File: src/rtl/body_box_if.sv
// Segment-stream bundle between the body_box_sequencer (master) and its
// consumers: joint-tracking inputs, the line drawer handshake and status.
interface body_box_if #(
  parameter int XW = 10,
  parameter int YW = 9
);
  logic          start;
  logic [XW-1:0] hcx, lcx, rcx;
  logic [YW-1:0] hcy, lcy, rcy;
  logic          seg_valid;
  logic          seg_ready;
  logic [XW-1:0] seg_x1, seg_x2;
  logic [YW-1:0] seg_y1, seg_y2;
  logic [5:0]    seg_idx;
  logic          seg_erase;
  logic          busy;
  logic          done;

  modport master (
    input  start, hcx, lcx, rcx, hcy, lcy, rcy, seg_ready,
    output seg_valid, seg_x1, seg_x2, seg_y1, seg_y2, seg_idx, seg_erase,
           busy, done
  );

  modport slave (
    output start, hcx, lcx, rcx, hcy, lcy, rcy, seg_ready,
    input  seg_valid, seg_x1, seg_x2, seg_y1, seg_y2, seg_idx, seg_erase,
           busy, done
  );
endinterface

File: src/rtl/body_box_sequencer.sv
// Streams the 48 wireframe segments of a four-box body model to the line
// drawer, optionally preceded by an erase pass of the previous frame.
// Geometry is computed signed with two guard bits and clamped per endpoint.
module body_box_sequencer #(
  parameter int XW          = 10,
  parameter int YW          = 9,
  parameter int SCREEN_W    = 640,
  parameter int SCREEN_H    = 480,
  parameter int DEPTH_SHIFT = 3,
  parameter int DX0         = 40,
  parameter int DY0         = 10,
  parameter int ERASE_EN    = 1
) (
  input  logic       clk,
  input  logic       reset,
  body_box_if.master bus
);

  typedef logic signed [XW+1:0] sx_t;
  typedef logic signed [YW+1:0] sy_t;

  localparam sx_t XMAX = sx_t'(SCREEN_W - 1);
  localparam sy_t YMAX = sy_t'(SCREEN_H - 1);

  typedef enum logic [2:0] {IDLE, LOAD, ERASE, DRAW, FINISH} state_t;

  state_t state, state_nxt;

  // Snapshots of the joint anchors: new is the frame being drawn, old the
  // frame currently on screen (erased first when have_old is set).
  logic [XW-1:0] new_hx, new_lx, new_rx, old_hx, old_lx, old_rx;
  logic [YW-1:0] new_hy, new_ly, new_ry, old_hy, old_ly, old_ry;
  logic          have_old;

  // Per-cycle control decoded from the state
  logic          hs, last, erase_pass;
  logic          ld, ld_old, ld_erase, vld_nxt, capture, commit;
  logic [5:0]    ld_idx;

  // Geometry of the segment selected by ld_idx / ld_old
  logic [XW-1:0] src_hx, src_lx, src_rx, ax;
  logic [YW-1:0] src_hy, src_ly, src_ry, ay;
  logic [1:0]    box, ca, cb;
  logic [3:0]    j;
  logic          ba, bb;
  sx_t           hw, l, r, dx, x_a, x_b;
  sy_t           t_off, b_off, tp, bt, dy, y_a, y_b;

  function automatic logic [XW-1:0] clamp_x(input sx_t v);
    if (v[XW+1])    return '0;
    else if (v > XMAX) return XMAX[XW-1:0];
    else            return v[XW-1:0];
  endfunction

  function automatic logic [YW-1:0] clamp_y(input sy_t v);
    if (v[YW+1])    return '0;
    else if (v > YMAX) return YMAX[YW-1:0];
    else            return v[YW-1:0];
  endfunction

  assign hs         = bus.seg_valid & bus.seg_ready;
  assign last       = (bus.seg_idx == 6'd47);
  assign erase_pass = (ERASE_EN != 0) && have_old;

  // State register; reset returns to IDLE at once, abandoning any pass
  always_ff @(posedge clk or posedge reset) begin
    if (reset) state <= IDLE;
    else       state <= state_nxt;
  end

  // Next-state decode
  always_comb begin
    state_nxt = state;
    case (state)
      IDLE:    if (bus.start) state_nxt = LOAD;
      LOAD:    state_nxt = erase_pass ? ERASE : DRAW;
      ERASE:   if (hs && last) state_nxt = DRAW;
      DRAW:    if (hs && last) state_nxt = FINISH;
      FINISH:  state_nxt = IDLE;
      default: state_nxt = IDLE;
    endcase
  end

  // Output / datapath-control decode; the ERASE->DRAW hand-over loads new
  // segment 0 on the last erase handshake so the stream has no bubble
  always_comb begin
    ld       = 1'b0;
    ld_idx   = '0;
    ld_old   = 1'b0;
    ld_erase = 1'b0;
    vld_nxt  = bus.seg_valid;
    capture  = 1'b0;
    commit   = 1'b0;
    case (state)
      IDLE: capture = bus.start;
      LOAD: begin
        ld       = 1'b1;
        ld_old   = erase_pass;
        ld_erase = erase_pass;
        vld_nxt  = 1'b1;
      end
      ERASE: begin
        if (hs) begin
          ld = 1'b1;
          if (!last) begin
            ld_idx   = bus.seg_idx + 6'd1;
            ld_old   = 1'b1;
            ld_erase = 1'b1;
          end
        end
      end
      DRAW: begin
        if (hs) begin
          if (last) begin
            vld_nxt = 1'b0;
            commit  = 1'b1;
          end else begin
            ld     = 1'b1;
            ld_idx = bus.seg_idx + 6'd1;
          end
        end
      end
      default: ;
    endcase
  end

  assign bus.busy = (state != IDLE);
  assign bus.done = (state == FINISH);

  // Segment geometry: pick box anchor and shape, then the two corners of
  // edge j (front ring, back ring, or front-to-back connector)
  always_comb begin
    src_hx = ld_old ? old_hx : new_hx;
    src_hy = ld_old ? old_hy : new_hy;
    src_lx = ld_old ? old_lx : new_lx;
    src_ly = ld_old ? old_ly : new_ly;
    src_rx = ld_old ? old_rx : new_rx;
    src_ry = ld_old ? old_ry : new_ry;

    box = 2'(ld_idx / 6'd12);
    j   = 4'(ld_idx % 6'd12);

    case (box)
      2'd0, 2'd1: begin ax = src_hx; ay = src_hy; end
      2'd2:       begin ax = src_lx; ay = src_ly; end
      default:    begin ax = src_rx; ay = src_ry; end
    endcase

    case (box)
      2'd0:    begin hw = sx_t'(50); t_off = sy_t'(-10); b_off = sy_t'(90);  end
      2'd1:    begin hw = sx_t'(40); t_off = sy_t'(110); b_off = sy_t'(230); end
      default: begin hw = sx_t'(20); t_off = sy_t'(0);   b_off = sy_t'(60);  end
    endcase

    l  = $signed({2'b00, ax}) - hw;
    r  = $signed({2'b00, ax}) + hw;
    tp = $signed({2'b00, ay}) + t_off;
    bt = $signed({2'b00, ay}) + b_off;
    dx = $signed({2'b00, ax >> DEPTH_SHIFT}) - sx_t'(DX0);
    dy = $signed({2'b00, ay >> DEPTH_SHIFT}) - sy_t'(DY0);

    // Corners numbered TL=0, TR=1, BR=2, BL=3; ba/bb select the back face
    if (j[3]) begin
      ca = j[1:0];
      cb = j[1:0];
      ba = 1'b0;
      bb = 1'b1;
    end else begin
      ca = j[1:0];
      cb = j[1:0] + 2'd1;
      ba = j[2];
      bb = j[2];
    end

    x_a = (((ca == 2'd0) || (ca == 2'd3)) ? l : r) + (ba ? dx : sx_t'(0));
    x_b = (((cb == 2'd0) || (cb == 2'd3)) ? l : r) + (bb ? dx : sx_t'(0));
    y_a = ((ca[1] == 1'b0) ? tp : bt) + (ba ? dy : sy_t'(0));
    y_b = ((cb[1] == 1'b0) ? tp : bt) + (bb ? dy : sy_t'(0));
  end

  // Output registers and have_old; everything visible clears on reset
  always_ff @(posedge clk or posedge reset) begin
    if (reset) begin
      bus.seg_valid <= 1'b0;
      bus.seg_idx   <= '0;
      bus.seg_erase <= 1'b0;
      bus.seg_x1    <= '0;
      bus.seg_y1    <= '0;
      bus.seg_x2    <= '0;
      bus.seg_y2    <= '0;
      have_old      <= 1'b0;
    end else begin
      bus.seg_valid <= vld_nxt;
      if (ld) begin
        bus.seg_idx   <= ld_idx;
        bus.seg_erase <= ld_erase;
        bus.seg_x1    <= clamp_x(x_a);
        bus.seg_y1    <= clamp_y(y_a);
        bus.seg_x2    <= clamp_x(x_b);
        bus.seg_y2    <= clamp_y(y_b);
      end
      if (commit) have_old <= 1'b1;
    end
  end

  // Anchor snapshots: captured on an accepted start, promoted after a frame
  always_ff @(posedge clk) begin
    if (capture) begin
      new_hx <= bus.hcx;
      new_hy <= bus.hcy;
      new_lx <= bus.lcx;
      new_ly <= bus.lcy;
      new_rx <= bus.rcx;
      new_ry <= bus.rcy;
    end
    if (commit) begin
      old_hx <= new_hx;
      old_hy <= new_hy;
      old_lx <= new_lx;
      old_ly <= new_ly;
      old_rx <= new_rx;
      old_ry <= new_ry;
    end
  end

endmodule

File: src/flat_wrapper.sv
// flat-port wrapper written by rule: the top's interface ports become plain ports
module body_box_sequencer_flat 
#(
  parameter int XW          = 10,
  parameter int YW          = 9,
  parameter int SCREEN_W    = 640,
  parameter int SCREEN_H    = 480,
  parameter int DEPTH_SHIFT = 3,
  parameter int DX0         = 40,
  parameter int DY0         = 10,
  parameter int ERASE_EN    = 1
)
  (clk, reset, bus_start, bus_hcx, bus_lcx, bus_rcx, bus_hcy, bus_lcy, bus_rcy, bus_seg_ready, bus_seg_valid, bus_seg_x1, bus_seg_x2, bus_seg_y1, bus_seg_y2, bus_seg_idx, bus_seg_erase, bus_busy, bus_done);
  body_box_if #(.XW(XW), .YW(YW)) bus_i ();
  input  logic clk;
  input  logic reset;
  input wire logic [$bits(bus_i.start)-1:0] bus_start;
  input wire logic [$bits(bus_i.hcx)-1:0] bus_hcx;
  input wire logic [$bits(bus_i.lcx)-1:0] bus_lcx;
  input wire logic [$bits(bus_i.rcx)-1:0] bus_rcx;
  input wire logic [$bits(bus_i.hcy)-1:0] bus_hcy;
  input wire logic [$bits(bus_i.lcy)-1:0] bus_lcy;
  input wire logic [$bits(bus_i.rcy)-1:0] bus_rcy;
  input wire logic [$bits(bus_i.seg_ready)-1:0] bus_seg_ready;
  output wire logic [$bits(bus_i.seg_valid)-1:0] bus_seg_valid;
  output wire logic [$bits(bus_i.seg_x1)-1:0] bus_seg_x1;
  output wire logic [$bits(bus_i.seg_x2)-1:0] bus_seg_x2;
  output wire logic [$bits(bus_i.seg_y1)-1:0] bus_seg_y1;
  output wire logic [$bits(bus_i.seg_y2)-1:0] bus_seg_y2;
  output wire logic [$bits(bus_i.seg_idx)-1:0] bus_seg_idx;
  output wire logic [$bits(bus_i.seg_erase)-1:0] bus_seg_erase;
  output wire logic [$bits(bus_i.busy)-1:0] bus_busy;
  output wire logic [$bits(bus_i.done)-1:0] bus_done;
  assign bus_i.start = bus_start;
  assign bus_i.hcx = bus_hcx;
  assign bus_i.lcx = bus_lcx;
  assign bus_i.rcx = bus_rcx;
  assign bus_i.hcy = bus_hcy;
  assign bus_i.lcy = bus_lcy;
  assign bus_i.rcy = bus_rcy;
  assign bus_i.seg_ready = bus_seg_ready;
  assign bus_seg_valid = bus_i.seg_valid;
  assign bus_seg_x1 = bus_i.seg_x1;
  assign bus_seg_x2 = bus_i.seg_x2;
  assign bus_seg_y1 = bus_i.seg_y1;
  assign bus_seg_y2 = bus_i.seg_y2;
  assign bus_seg_idx = bus_i.seg_idx;
  assign bus_seg_erase = bus_i.seg_erase;
  assign bus_busy = bus_i.busy;
  assign bus_done = bus_i.done;
  body_box_sequencer #(.XW(XW), .YW(YW), .SCREEN_W(SCREEN_W), .SCREEN_H(SCREEN_H), .DEPTH_SHIFT(DEPTH_SHIFT), .DX0(DX0), .DY0(DY0), .ERASE_EN(ERASE_EN)) u_core (.clk(clk), .reset(reset), .bus(bus_i));
endmodule
File: config.mk
export PLATFORM = sky130hd
export DESIGN_NAME = body_box_sequencer_flat
export DESIGN_NICKNAME = d
export VERILOG_FILES = /design/src/rtl/body_box_if.sv /design/src/rtl/body_box_sequencer.sv /design/src/flat_wrapper.sv
export SDC_FILE = /design/constraint.sdc
export NUM_CORES = 1
export LEC_CHECK = 0
export CELL_PAD_IN_SITES_DETAIL_PLACEMENT = 1
export CELL_PAD_IN_SITES_GLOBAL_PLACEMENT = 1
export CORE_ASPECT_RATIO = 0.9
export CORE_UTILIZATION = 45
export CTS_BUF_LIST = sky130_fd_sc_hd__clkbuf_16
export CTS_CLUSTER_DIAMETER = 100
export DETAILED_ROUTE_END_ITERATION = 6
export DONT_BUFFER_PORTS = 1
export PLACE_DENSITY = 0.76
export SLEW_MARGIN = 20
export SYNTH_ARGS = -nofsm -noshare
export SYNTH_HDL_FRONTEND = slang
export SYNTH_SLANG_ARGS = --single-unit
File: constraint.sdc
create_clock -name clk -period 7.35 [get_ports clk]
set_input_delay 1.47 -clock clk [delete_from_list [all_inputs] [get_ports clk]]
set_output_delay 1.47 -clock clk [all_outputs]
set_load 0.005 [all_outputs]
==> results of run 1 <==
==> through the flow <==
step                      power (uW)  hold slack, ns
after floorplan                 2210           0.417
after global placement          2520           0.434
after detailed placement        2560           0.434
after CTS                       3450           0.454
after global routing            3630           0.465
final                           3430           0.455
==> worst max-delay path, cell delays in order (launching register included) <==
cell,delay [ns]
dfrtp_1,0.64
inv_1,0.25
nor4_2,0.59
a2111o_1,0.64
o22ai_1,0.19
or3_1,0.41
o31ai_1,0.16
ha_1,0.27
inv_1,0.06
fa_1,0.40
o21bai_1,0.15
a21oi_1,0.10
inv_1,0.08
a21oi_1,0.09
nor3_1,0.15
a21oi_1,0.08
xnor2_1,0.21
ha_1,0.31
a21o_1,0.21
a31oi_1,0.22
xor2_1,0.23
nand2_1,0.10
a211oi_1,0.82
a221oi_1,0.18
==> cells by family after synthesis <==
family | Yosys count | synth area share
muxes | 27 | 0.0260
xor gates and xnor gates | 72 | 0.0629
buffers and inverters | 112 | 0.0442
DFF | 164 | 0.434
AOI/OAI and AO/OA | 283 | 0.191
adders and majority gates | 80 | 0.0985
and+or+nand+nor | 322 | 0.144
==> cells in the mapped netlist, types with 22 or more instances <==
library cell	number	area (um^2)
clkbuf_1	23	86.3
nor2_1	119	447
inv_1	64	240
ha_1	72	901
o31ai_1	22	165
dfrtp_1	50	1250
o22ai_1	25	156
xnor2_1	51	447
o21ai_0	31	155
a21oi_1	56	280
nand2_1	92	345
edfxtp_1	114	3420
==> state kept, by name (all words and copies together), names as in the netlist, 10 cells and up <==
signal / count
u_core.bus.seg_x1: 10
u_core.bus.seg_x2: 10
u_core.new_hx: 10
u_core.new_lx: 10
u_core.new_rx: 10
u_core.old_hx: 10
u_core.old_lx: 10
u_core.old_rx: 10
==> routing by layer <==
| metal | up-vias | share of wire | GRT usage |
|---|---|---|---|
| li1 | 3891 | - | - |
| met1 | 4003 | 0.50 | 0.350 |
| met2 | 205 | 0.45 | 0.367 |
| met3 | 19 | 0.045 | 0.0342 |
| met4 | 0 | 0.0096 | 0.0514 |
| met5 | - | 0 | 0 |
==> area by class of cell <==
| cell class | count | area [um^2] |
|---|---|---|
| clock inverters | 15 | 148 |
| well taps | 302 | 378 |
| fillers | 2560 | 11700 |
| clock buffers | 17 | 425 |
| repair buffers | 31 | 233 |
| multi-input cells | 784 | 5640 |
| inverters | 66 | 248 |
| flip-flops and latches | 164 | 4670 |
==> power by group through the flow <==
stage	registers, uW	clock network [uW]	logic [uW]
2_1_floorplan	1170	0	1040
3_3_place_gp	1210	0	1310
3_5_place_dp	1210	0	1350
4_1_cts	1190	904	1360
5_1_grt	1210	925	1500
6_report	1180	886	1360
==> worst max path at each step <==
stage,from,end,slack (ns)
after floorplan,bus_seg_ready,u_core.bus.seg_x2[0],0.90
after global placement,bus_seg_ready,u_core.bus.seg_x2[1],0.55
after detailed placement,bus_seg_ready,u_core.bus.seg_x2[6],0.33
after CTS,u_core.bus.seg_idx[2],u_core.bus.seg_x2[6],0.62
after global routing,u_core.bus.seg_idx[2],u_core.bus.seg_x2[6],0.04
final,u_core.bus.seg_idx[2],u_core.bus.seg_x2[6],0.60
==> reports/metrics.yaml, run 1 <==
relSlewSlack: 0.327
cts_buffer_depth: 2
grt_pass1_wl_mm: 44.6
finClkSkew_ns: 0.0125
min_period_over_period: 0.918
setup_ws_ns: 0.604
cap_violations: 0
postRouteAntennaNets: 0
die_x_um: 165
end_kind: "flop"
final_core_util: 0.502
hold_depth: 0
yosysSeqAreaShare: 0.434
power_frac_comb: 0.396
synth_cell_types: 93
layout_common_cells: "nor2_1, edfxtp_1, nand2_1"
fin_area_um2: 11800
synth_area_per_cell_um2: 10.2
vias: 8118
drt_wl_total_mm: 28.1
cts.clk_slew.worst_paths_ns: 0.08
synthArstFlopShare: 0.305
drive_above_1_share: 0.116
p_switching_uw: 1340
synth_fp_nets: 1201
dpl_cell_area_um2: 11200
start_util: 0.460
finalMaxSlewViolations: 0
stdcell_count: 1379
dp_hpwl_mm: 20.7
rsz0062_at_grt: "false"
drcViolationCount: 2
synth_edf_count: 114
place_inst: 1347
postCtsHoldBufs: 0
fin_crit_ns: 6.75
intPower_uw: 2080
power_leakage_uw: 0.00465
p_per_area_nw_per_um2: 292
dr.pass1.iters: 7
setup-violations-final: 0
cp.required_ns: 7.60
post_cts_resized: 0
seqPwrFrac: 0.345
rows: 53
die_area_um2: 24600
place_ws_ns: 0.333
cts_tree: "built"
cp-start-kind: "flop"
status: "finished with violations"
ys.flop_type: "edfxtp_1"
ir_drop_mv: 0.186
yosys_warnings: 0
gr-total-overflow: 0
nets: 1205
grt.total_usage: 0.237
grt_pass1_vias: 8056
clkPwrFrac: 0.259
cts.sinks: 164
synth_area_um2: 10800
r2r-end: "u_core.bus.seg_x2[6]"
drtIter0Drc: 501
wl_per_cell_um: 20.4
synthCells: 1060
die_h_um: 149
critPathArrivalTime_ns: 7.00
max_slew.worst_pin.slew_ns: 1.00
place.gp.congestion: 0.862
p_sw_frac: 0.392
timing_hold_violations_final: 0
hp-start: "u_core.new_lx[0]"
n_antenna_cell: 0
synth_seq_cells: 164
worstHoldPathType: "flop to flop"
cts_root_buf: "clkbuf_16"
layout_commonest_cell: "nor2_1"
cp_max_fo: 18
io_buffers: 0
grt_max_degree: 58
insertion_delay_ns: 0.44
setup_tns_ns: 0
cts_buffers: 17
via_per_inst: 5.89
htreeDepth: 4
path_class: "flop to flop"
ff2ff_path_depth: 23
violations: "DRC"
postCtsSetupRepairBufs: 0
syn_to_final_growth_pct: 9.03
antenna_found_initial: 0
holdPathEnd: "u_core.old_lx[0]"
core_area_um2: 23400
timing.fmax_mhz: 148
io_pins: 109
rr_startpoint: "u_core.bus.seg_idx[2]"
r2r_slack_ns: 0.60
(Power assumes the default switching activity.)
==> run 2: changes to the inputs <==
- ABC_AREA: default -> 1
- ABC_CLOCK_PERIOD_IN_PS: default -> 7350
- CORE_UTILIZATION: 45 -> 49
- PLACE_DENSITY: 0.76 -> 0.83
==> reports/metrics.yaml, run 2 <==
dp_hpwl_mm: 21.7
grt.total_usage: 0.260
routed.top_layer: "met4"
wl_met1_mm: 13.5
min_period_over_period: 0.887
synth-simple-area-share: 0.236
grt_max_degree: 58
crit_top_cell: "nand2_1"
ir_drop_mv: 0.167
vias: 8699
drive_above_1_share: 0.101
drcViolationCount: 0
hold_depth: 0
n_antenna_cell: 0
cts.sinks: 164
cp.required_ns: 7.68
die_area_um2: 23000
synth_area_leaders: "edfxtp_1, dfrtp_1, nand2_1"
synth_largest_area_cell: "edfxtp_1"
cts.clk_slew.worst_paths_ns: 0.08
ff2ff_path_depth: 36
grt_pass1_wl_mm: 46.8
cts_root_buf: "clkbuf_16"
worstHoldPathType: "flop to flop"
place.gp.congestion: 0.876
wl_met3_mm: 1.25
synthCells: 1275
crit_family: "simple AND/OR/NAND/NOR gates"
io_pins: 109
synth_cell_types: 51
synth.mux.area_fraction: 0.00182
synth_top_family_by_area: "simple AND/OR/NAND/NOR gates"
layout_common_cells: "nand2_1, inv_1, edfxtp_1"
gr-total-overflow: 0
layout_commonest_cell: "nand2_1"
setup-violations-final: 0
cts_tree: "built"
end_kind: "flop"
cts_buffers: 17
final_core_util: 0.544
power_leakage_uw: 0.00533
synth_xor_area_frac: 0.0487
critPathArrivalTime_ns: 6.85
timing_hold_violations_final: 0
insertion_delay_ns: 0.45
wl_per_cell_um: 18.1
relSlewSlack: 0.436
timing.fmax_mhz: 153
ys_top_cells_by_count: "nand2_1, inv_1, edfxtp_1"
cpMaxStageDelayCell: "ha_1"
core_area_um2: 21800
dr.pass1.iters: 5
ys.flop_type: "edfxtp_1"
syn_to_final_growth_pct: 8.08
p_per_area_nw_per_um2: 314
postRouteAntennaNets: 0
cp-start-kind: "primary input"
max_slew.worst_pin.slew_ns: 0.840
cpPeakStageDelay_ns: 0.45
yosys.area_share.adder: 0.0967
synth_area_per_cell_um2: 8.61
filler_cell_count: 2638
rsz0062_at_grt: "false"
synth_fp_nets: 1416
yosysMostFrequentCell: "nand2_1"
path_class: "primary input to flop"
crit_buf_inv: 6
drt_wl_total_mm: 28.5
postCtsHoldBufs: 0
htreeDepth: 4
synth_edf_count: 114
grt_pass1_vias: 9034
setup_tns_ns: 0
cap_violations: 0
hp-start: "u_core.new_hx[5]"
synth_top_area_share: 0.312
drtIter0Drc: 565
finClkSkew_ns: 0.0160
postCtsSetupRepairBufs: 0
synth_area_um2: 11000
fin_crit_ns: 6.52
synthArstFlopShare: 0.305
synth_compound_area_frac: 0.123
antenna_found_initial: 0
rr_startpoint: "u_core.bus.seg_idx[1]"
post_cts_resized: 0
finalMaxSlewViolations: 0
cp_max_fo: 15
cts_buffer_depth: 2
r2r-end: "u_core.bus.seg_y2[8]"
holdPathEnd: "u_core.old_hx[5]"
status: "finished clean"
rows: 51
die_x_um: 160
r2r_slack_ns: 1.07
synth_seq_cells: 164
route.met2.wl_mm: 13.3
nets: 1412
yosysSeqAreaShare: 0.426
die_h_um: 144
start_util: 0.503
via_per_inst: 5.52
io_buffers: 0
yosys_warnings: 0
## run 2: changes by cell type after synthesis, sizes merged, moves of 20 or more
cell,change
inv,+87
nand2,+252
nand3,+34
o211ai,+20
o21ai,+35
o31ai,-20
xnor2,-34
xor2,+25
## run 2: logic make-up (layout without fill, tap and decap cells)
family	count (synthesis)	count (layout)
mux	2	2
xor+xnor	61	61
flops	164	164
buf+inv	187	196
simple gates	560	560
fa+ha+maj	80	80
compound gates	221	221
## run 2: area by class of cell
cell class	count	area [um^2]	share of cell area
Timing Repair Buffer	11	82.6	0.00696
Tap cell	291	364	0.0307
Sequential cell	164	4670	0.394
Clock buffer	17	425	0.0359
Multi-Input combinational cell	924	5560	0.469
Inverter	153	574	0.0484
Clock inverter	15	179	0.0151
## run 2: stage by stage
step | power (uW) | cells | area (um^2) | setup WS [ns] | hold WS [ns]
after global placement | 2750 | 1543 | 11300 | 0.664 | 0.432
after global routing | 4000 | 1575 | 11900 | 0.190 | 0.465
after detailed placement | 2810 | 1543 | 11300 | 0.424 | 0.438
after CTS | 3750 | 1575 | 11900 | 0.830 | 0.455
after floorplan | 2420 | 1275 | 11000 | 1.05 | 0.418
final | 3720 | 1575 | 11900 | 0.830 | 0.459
## run 2: metal layers
metal | track usage | vias to the layer above
li1 | - | 4246
met1 | 0.344 | 4233
met2 | 0.434 | 178
met3 | 0.0465 | 42
met4 | 0.0800 | 0
met5 | 0 | -
## run 2: report_power, final
| part | internal, uW | switching [uW] | total [uW] |
|---|---|---|---|
| Sequential | 1090 | 92.1 | 1190 |
| Combinational | 544 | 1070 | 1620 |
| Clock | 461 | 460 | 921 |
## run 2: worst max-delay path by stage
stage                              from              endpoint  slack [ns]  cells past startpoint
after floorplan           bus_seg_ready  u_core.bus.seg_y2[1]        1.05                     36
after CTS                 bus_seg_ready  u_core.bus.seg_x1[6]        0.83                     41
final                     bus_seg_ready  u_core.bus.seg_x1[6]        0.83                     41
after detailed placement  bus_seg_ready  u_core.bus.seg_y2[8]        0.42                     31
after global placement    bus_seg_ready  u_core.bus.seg_x2[3]        0.66                     38
after global routing      bus_seg_ready  u_core.bus.seg_x2[3]        0.19                     40
==> run 3: changes to the inputs <==
- CELL_PAD_IN_SITES_DETAIL_PLACEMENT: 1 -> 0
- SLEW_MARGIN: 20 -> 30
==> reports/metrics.yaml, run 3 (synthesized netlist as in run 2, its figures left out) <==
status: "finished clean"
wl_per_cell_um: 15.6
wl_met3_mm: 1.25
drcViolationCount: 0
crit_family: "simple AND/OR/NAND/NOR gates"
cpPeakStageDelay_ns: 0.40
vias: 8253
setup_tns_ns: 0
grt_max_degree: 58
grt.total_usage: 0.221
relSlewSlack: 0.433
htreeDepth: 4
ff2ff_path_depth: 36
start_util: 0.503
cap_violations: 0
rr_startpoint: "u_core.bus.seg_idx[0]"
hp-start: "u_core.new_lx[9]"
power_leakage_uw: 0.00531
grt_pass1_wl_mm: 40.1
io_buffers: 0
path_class: "primary input to flop"
routed.top_layer: "met4"
n_antenna_cell: 0
post_cts_resized: 0
cp_max_fo: 15
dp_hpwl_mm: 18.7
cts_tree: "built"
end_kind: "flop"
core_area_um2: 21800
rows: 51
place.gp.congestion: 0.876
die_area_um2: 23000
io_pins: 109
critPathArrivalTime_ns: 6.73
place_inst: 1543
multi_input_comb_area_um2: 5560
postRouteAntennaNets: 0
ir_drop_mv: 0.162
setup-violations-final: 0
holdPathEnd: "u_core.old_lx[9]"
die_x_um: 160
postCtsSetupRepairBufs: 0
cts.sinks: 164
layout_commonest_cell: "nand2_1"
timing.fmax_mhz: 157
drtIter0Drc: 663
cts_buffer_depth: 2
r2r-end: "u_core.bus.seg_y2[8]"
dr.pass1.iters: 5
hold_depth: 0
regArea_um2: 4670
cts.clk_slew.worst_paths_ns: 0.07
insertion_delay_ns: 0.43
grt_pass1_vias: 7836
antenna_found_initial: 0
cpMaxStageDelayCell: "ha_1"
finalMaxSlewViolations: 0
cp.required_ns: 7.71
syn_to_final_growth_pct: 7.70
stdcell_count: 1575
r2r_slack_ns: 1.23
p_per_area_nw_per_um2: 305
gr-total-overflow: 0
final_core_util: 0.542
wl_met1_mm: 12.6
filler_cell_count: 2052
max_slew.worst_pin.slew_ns: 0.845
drt_wl_total_mm: 24.6
drive_above_1_share: 0.0997
cts_buffers: 17
postCtsHoldBufs: 0
cts_root_buf: "clkbuf_16"
fin_crit_ns: 6.37
cp-start-kind: "primary input"
layout_common_cells: "nand2_1, inv_1, edfxtp_1"
die_h_um: 144
route.met2.wl_mm: 10.6
crit_top_cell: "nand2_1"
crit_buf_inv: 4
nets: 1412
finClkSkew_ns: 0.0127
timing_hold_violations_final: 0
via_per_inst: 5.24
min_period_over_period: 0.867
rsz0062_at_grt: "false"
worstHoldPathType: "flop to flop"
## run 3: cell types whose count changed in the layout (fill, tap and decap cells not counted)
cell and delta:
clkinv_4 +1, clkinv_8 -4, inv_8 -1, inv_6 +2, clkinv_1 +2
## run 3: cell type report
| cell class | count | share of cell area |
|---|---|---|
| Clock buffer | 17 | 0.0360 |
| Clock inverter | 15 | 0.0115 |
| Inverter | 153 | 0.0486 |
| Multi-Input combinational cell | 924 | 0.471 |
| Sequential cell | 164 | 0.395 |
| Tap cell | 291 | 0.0308 |
| Timing Repair Buffer | 11 | 0.00699 |
## run 3: worst max-delay path by stage
stage | to | cells past startpoint | start | slack (ns)
global route | u_core.bus.seg_x2[3] | 38 | bus_seg_ready | 0.27
global placement | u_core.bus.seg_x2[3] | 38 | bus_seg_ready | 0.66
floorplan | u_core.bus.seg_y2[1] | 36 | bus_seg_ready | 1.05
CTS | u_core.bus.seg_y2[8] | 34 | bus_seg_ready | 1.0
finish | u_core.bus.seg_x2[7] | 35 | bus_seg_ready | 0.98
detailed placement | u_core.bus.seg_y2[8] | 34 | bus_seg_ready | 0.56
## run 3: routing by layer
metal  GRT usage  up-vias
met1       0.323     3788
met5           0        -
met4      0.0455        0
met2       0.341      200
met3      0.0407       11
li1            -     4254
## run 3: power breakdown
group	leakage [uW]	total [uW]	switching [uW]	internal, uW
logic	0.00341	1560	1020	541
registers	0.00163	1180	90.2	1090
clock network	0.000271	866	418	448
total	0.00531	3610	1520	2080
## run 3: stage by stage
stage	area (um^2)	hold slack [ns]	power (uW)	setup slack (ns)
after floorplan	11000	0.418	2420	1.05
after global placement	11300	0.432	2750	0.664
after detailed placement	11300	0.434	2760	0.559
after CTS	11800	0.450	3640	0.998
after global routing	11800	0.457	3900	0.270
final	11800	0.449	3610	0.981
